===== src/rtl/systolic_output_deskew.sv =====
// Output de-skew stage for a systolic array.
// The array emits each result row on a diagonal: lane i of a row arrives
// i accepted beats after lane 0. Lane i is delayed by LANES-1-i beats so that
// every lane of a row lines up at the delay-line outputs on the same beat.
// The aligned row is registered into word_o. One tile of ROWS rows is
// framed per start_i.
//
// Handshake: valid_i qualifies skew_i. There is no back-pressure. A cycle
// with valid_i=0 is a stall, and every delay stage and the beat counter hold.
// valid_o is a one-cycle qualifier for word_o. word_o holds its last value
// while valid_o is low.
module systolic_output_deskew #(
    parameter  int DATA_WIDTH = 16,
    parameter  int LANES      = 8,
    parameter  int ROWS       = 8,
    localparam int WORD_WIDTH = DATA_WIDTH * LANES
) (
    input  logic                  clk_i,
    input  logic                  rst_i,
    input  logic                  start_i,
    input  logic                  valid_i,
    input  logic [WORD_WIDTH-1:0] skew_i,
    output logic [WORD_WIDTH-1:0] word_o,
    output logic                  valid_o,
    output logic                  last_o,
    output logic                  busy_o,
    output logic                  done_o
);

    localparam int CW = $clog2(ROWS + LANES);
    // Last beat index of the fill phase, and last beat index of the whole tile.
    localparam logic [CW-1:0] FILL_LAST   = CW'((LANES >= 2) ? (LANES - 2) : 0);
    localparam logic [CW-1:0] STREAM_LAST = CW'(ROWS + LANES - 2);

    typedef enum logic [1:0] {
        IDLE   = 2'd0,
        FILL   = 2'd1,
        STREAM = 2'd2
    } state_t;

    state_t                  state_q, state_d;
    logic [CW-1:0]           cnt_q, cnt_d;
    logic                    shift_en;
    logic                    fire;
    logic                    fire_last;
    logic [WORD_WIDTH-1:0]   aligned;
    logic [WORD_WIDTH-1:0]   word_q;
    logic                    valid_q;
    logic                    last_q;
    logic                    done_q;

    // The delay lines advance only on beats that are accepted inside a tile.
    assign shift_en = valid_i && (state_q != IDLE);

    // Build one delay line per lane. The top lane is taken straight from the input.
    for (genvar i = 0; i < LANES; i++) begin : g_lane
        if (i < LANES - 1) begin : g_dly
            localparam int D = LANES - 1 - i;
            logic [DATA_WIDTH-1:0] sr_q [D];

            // Shift register: stage 0 takes the new beat; the oldest value sits in stage D-1.
            always_ff @(posedge clk_i) begin
                if (rst_i) begin
                    for (int j = 0; j < D; j++) sr_q[j] <= '0;
                end else if (shift_en) begin
                    sr_q[0] <= skew_i[i*DATA_WIDTH +: DATA_WIDTH];
                    for (int j = 1; j < D; j++) sr_q[j] <= sr_q[j-1];
                end
            end

            assign aligned[i*DATA_WIDTH +: DATA_WIDTH] = sr_q[D-1];
        end else begin : g_direct
            assign aligned[i*DATA_WIDTH +: DATA_WIDTH] = skew_i[i*DATA_WIDTH +: DATA_WIDTH];
        end
    end

    // Next-state logic: frame the tile, count accepted beats, and flag output rows.
    always_comb begin
        state_d   = state_q;
        cnt_d     = cnt_q;
        fire      = 1'b0;
        fire_last = 1'b0;
        case (state_q)
            IDLE: begin
                // A valid_i beat in the same cycle as start_i is dropped on purpose.
                if (start_i) begin
                    cnt_d   = '0;
                    state_d = (LANES == 1) ? STREAM : FILL;
                end
            end
            FILL: begin
                if (valid_i) begin
                    cnt_d = cnt_q + CW'(1);
                    if (cnt_q == FILL_LAST) state_d = STREAM;
                end
            end
            STREAM: begin
                if (valid_i) begin
                    cnt_d = cnt_q + CW'(1);
                    fire  = 1'b1;
                    if (cnt_q == STREAM_LAST) begin
                        fire_last = 1'b1;
                        state_d   = IDLE;
                    end
                end
            end
            default: state_d = IDLE;
        endcase
    end

    // State and beat counter registers.
    always_ff @(posedge clk_i) begin
        if (rst_i) begin
            state_q <= IDLE;
            cnt_q   <= '0;
        end else begin
            state_q <= state_d;
            cnt_q   <= cnt_d;
        end
    end

    // Output registers. The row word is captured only when a row completes.
    always_ff @(posedge clk_i) begin
        if (rst_i) begin
            word_q  <= '0;
            valid_q <= 1'b0;
            last_q  <= 1'b0;
            done_q  <= 1'b0;
        end else begin
            valid_q <= fire;
            last_q  <= fire_last;
            done_q  <= fire_last;
            if (fire) word_q <= aligned;
        end
    end

    assign word_o  = word_q;
    assign valid_o = valid_q;
    assign last_o  = last_q;
    assign done_o  = done_q;
    assign busy_o  = (state_q != IDLE);

endmodule


===== config.mk =====
export PLATFORM = sky130hd
export DESIGN_NAME = systolic_output_deskew
export DESIGN_NICKNAME = d
export VERILOG_FILES = /design/src/rtl/systolic_output_deskew.sv
export SDC_FILE = /design/constraint.sdc
export NUM_CORES = 1
export LEC_CHECK = 0
export CAP_MARGIN = 20
export CORE_AREA = 2 2 213 215
export CTS_BUF_LIST = sky130_fd_sc_hd__clkbuf_16
export DETAILED_ROUTE_END_ITERATION = 8
export DIE_AREA = 0 0 215 217
export PLACE_DENSITY = 0.72
export SLEW_MARGIN = 30
export SYNTH_ARGS = -nofsm -noshare
export SYNTH_HDL_FRONTEND = slang
export SYNTH_SLANG_ARGS = --single-unit

===== constraint.sdc =====
create_clock -name clk_i -period 14.2 [get_ports clk_i]
set_clock_uncertainty 0.1 [all_clocks]
set_input_delay 2.84 -clock clk_i [delete_from_list [all_inputs] [get_ports clk_i]]
set_output_delay 2.84 -clock clk_i [all_outputs]
set_load 0.05 [all_outputs]

==> results_dict.tcl <==
set metrics [dict create \
    design.portCount 264 \
    globalRoute.totalOverflow 0 \
    yosysTopAreaCellShare_pct 61.58 \
    register_area_um2 16180 \
    p_switching_uw 688.0 \
    critical_path_type "in -> reg" \
    multiInputGateArea_um2 4853 \
    start_util_pct 48.88 \
    clock_tree.buffer_depth 3 \
    filler_cell_count 3554 \
    power.leakage_nw 9.506 \
    grt_start_max_net_pins 179 \
    layout.cells.most_common "sky130_fd_sc_hd__edfxtp_1" \
    max-slew-margin-rel_pct 36.56 \
    synth_seq_cells 584 \
    vias_per_cell 4.687 \
    cts.hold.buffers_added 0 \
    max_freq_mhz 181.6 \
    grt_antenna_before_repair 5 \
    die_area_um2 46660 \
    clock-sinks 584 \
    drive_above_1_share_pct 11.01 \
    cts_htree_levels 2 \
    setup_tns_ns 0 \
    finalNetCount 1932 \
    buffer_count_from_post_cts_setup_fixing 0 \
    worstMarginPinSlew_ns 0.9515 \
    combinational_power_share_pct 3.5 \
    finalCriticalPeriod_ns 5.507 \
    io_buffers 263 \
    tritoncts "done" \
    synth_top_flop_cell "sky130_fd_sc_hd__edfxtp_1" \
    hold_viol 0 \
    critPathMaxFanout 74 \
    arrival_time_worst_endpoint_ns 5.62 \
    power.clock.fraction_pct 40.3 \
    drt-wirelength-per-cell_um 15.04 \
    wl_um 36760 \
    async_reset_ff_share_pct 0 \
    synth_area_per_cell_um2 14.04 \
    antenna_violating_nets_post_route 0 \
    crit_path_end_kind "flop" \
    seq_power_share_pct 56.3 \
    design.core.area_um2 44700 \
    place_inst 2336 \
    grt_pass1_vias 11260 \
    synth_seq_area_share_pct 74.04 \
    synth_fp_nets 1693 \
    post_cts_resize_count 0 \
    synthToLayoutAreaGrowth_pct 20.37 \
    via_count 11450 \
    cap_violations 0 \
    setup_slack_ns 8.693 \
    pint_mw 2.771 \
    drt_first_iter_violations 727 \
    dr.pass1.iters 4 \
    yosys-top-cells-area "sky130_fd_sc_hd__edfxtp_1 62%, sky130_fd_sc_hd__dfxtp_1 12%, sky130_fd_sc_hd__and2_1 9.2%" \
    rows 78 \
    timing_max_transition_violations_final 0 \
    dieWidth_um 215 \
    numCtsBuffers 57 \
    worst_ir_drop_vdd_mv 0.07616 \
    post_synth_inst_count 1556 \
    synth-warning-count 0 \
    rsz0062_at_grt "no" \
    dp_hpwl_um 21550 \
    detail_route.drc_violations 0 \
    global_route_wire_length_before_repair_um 58700 \
    power_switching_share_pct 19.89 \
    power_density_nw_per_um2 131.5 \
    required_time_reported_for_the_critical_path_endpoint_ns 14.31 \
    synth_largest_area_cell "sky130_fd_sc_hd__edfxtp_1" \
    finalPower_mw 3.459 \
    final_period_utilization_pct 38.78 \
    finalWeightedCongestion 0.8256 \
    min-delay-path-class "reg -> reg" \
    timing.hold.ws_ns 0.3529 \
    setup-violations-final 0 \
    synthDistinctLibCells 33 \
    start_kind "input port" \
    grt.total_usage_pct 15.65 \
    chipHeight_um 217 \
    layoutNonFillerInstCount 2444 \
    synth.cell_area_um2 21850 \
    clock_tree.root_cell "sky130_fd_sc_hd__clkbuf_16" \
    clk_transition_reported_paths_ns 0.06 \
    synth_enable_flop_cells 448 \
    status "finished, final reports clean" \
    layout.cells.most_common_list "448 x sky130_fd_sc_hd__edfxtp_1, 323 x sky130_fd_sc_hd__and2_1, 262 x sky130_fd_sc_hd__clkdlybuf4s50_1" \
    worstSkewPairLatency_ns 0.59 \
    post-place-ws_ns 7.636 \
]
-- per-layer routing --
| layer | share of wire, % | up-vias | track usage [%] | wire length (um) |
|---|---|---|---|---|
| li1 | - | 5730 | - | - |
| met1 | 44 | 5363 | 21.11 | 16330 |
| met2 | 47 | 287 | 24.96 | 17320 |
| met3 | 5.5 | 66 | 3.536 | 2032 |
| met4 | 2.8 | 8 | 5.977 | 1013 |
| met5 | 0.16 | - | 0 | 57 |
-- final timing paths --
check        cells after the start  slack [ns]                     start                                  endpoint
max                              5        8.69                   valid_i  g_lane[4].g_dly.sr_q[2][2]$_SDFFCE_PN0P_
min                              2        0.35  word_o[120]$_SDFFE_PP0P_                  word_o[120]$_SDFFE_PP0P_
max reg2reg                      7       10.84   state_q[0]$_SDFFE_PP0P_  g_lane[4].g_dly.sr_q[2][2]$_SDFFCE_PN0P_
min reg2reg                      2        0.35  word_o[120]$_SDFFE_PP0P_                  word_o[120]$_SDFFE_PP0P_
-- area by class of cell --
type / instances / share of cell area, %
repair buffers: 273 / 10.45
multi-input cells: 873 / 18.46
clock inverters: 49 / 1.113
flip-flops and latches: 584 / 61.51
diodes: 1 / 0.009516
well taps: 600 / 2.855
clock buffers: 58 / 5.519
inverters: 6 / 0.08564
-- cells in the mapped netlist (5+ instances only) --
cell and instances:
sky130_fd_sc_hd__ha_1 5, sky130_fd_sc_hd__dfxtp_1 136, sky130_fd_sc_hd__and2_2 110, sky130_fd_sc_hd__clkbuf_1 16, sky130_fd_sc_hd__and2_1 323, sky130_fd_sc_hd__buf_4 15
sky130_fd_sc_hd__inv_1 5, sky130_fd_sc_hd__buf_2 16, sky130_fd_sc_hd__nor2_1 10, sky130_fd_sc_hd__a21oi_1 130, sky130_fd_sc_hd__nand2_1 258, sky130_fd_sc_hd__buf_8 30
sky130_fd_sc_hd__edfxtp_1 448, sky130_fd_sc_hd__nor2b_1 17, sky130_fd_sc_hd__clkbuf_2 7
-- stage by stage --
step	utilization, %	area (um^2)
3_5_place_dp	54.87	24520
3_3_place_gp	54.87	24520
4_1_cts	58.77	26270
6_report	58.83	26300
5_1_grt	58.83	26300
2_1_floorplan	-	21850
-- cell families after synthesis --
family,share of synthesized area (%)
simple gates,18.46
buf+inv,3.820
flops,74.04
xor+xnor,0.08019
compound gates,3.178
fa+ha+maj,0.2864
mux,0.1375
-- worst max-delay path, stage by stage --
cell and delay, ns:
sky130_fd_sc_hd__clkdlybuf4s50_1 0.64, sky130_fd_sc_hd__nand2_2 0.18, sky130_fd_sc_hd__nand2_4 0.50, sky130_fd_sc_hd__buf_6 0.59, sky130_fd_sc_hd__buf_4 0.78
-- sequential cells by signal (all words and copies together) (netlist names) --
name and count:
g_lane.g_dly.sr_q 448, valid_o 1, cnt_q 4, word_o 128, state_q 2, done_o 1
-- power by group through the flow --
stage          sequential (mW)  clock (mW)  combinational (mW)
2_1_floorplan             2.02           0              0.0740
5_1_grt                   1.95        1.50               0.133
6_report                  1.95        1.39               0.120
3_3_place_gp              1.98           0               0.119
3_5_place_dp              1.98           0               0.122
4_1_cts                   1.95        1.43               0.122
(Power assumes the default switching activity.)
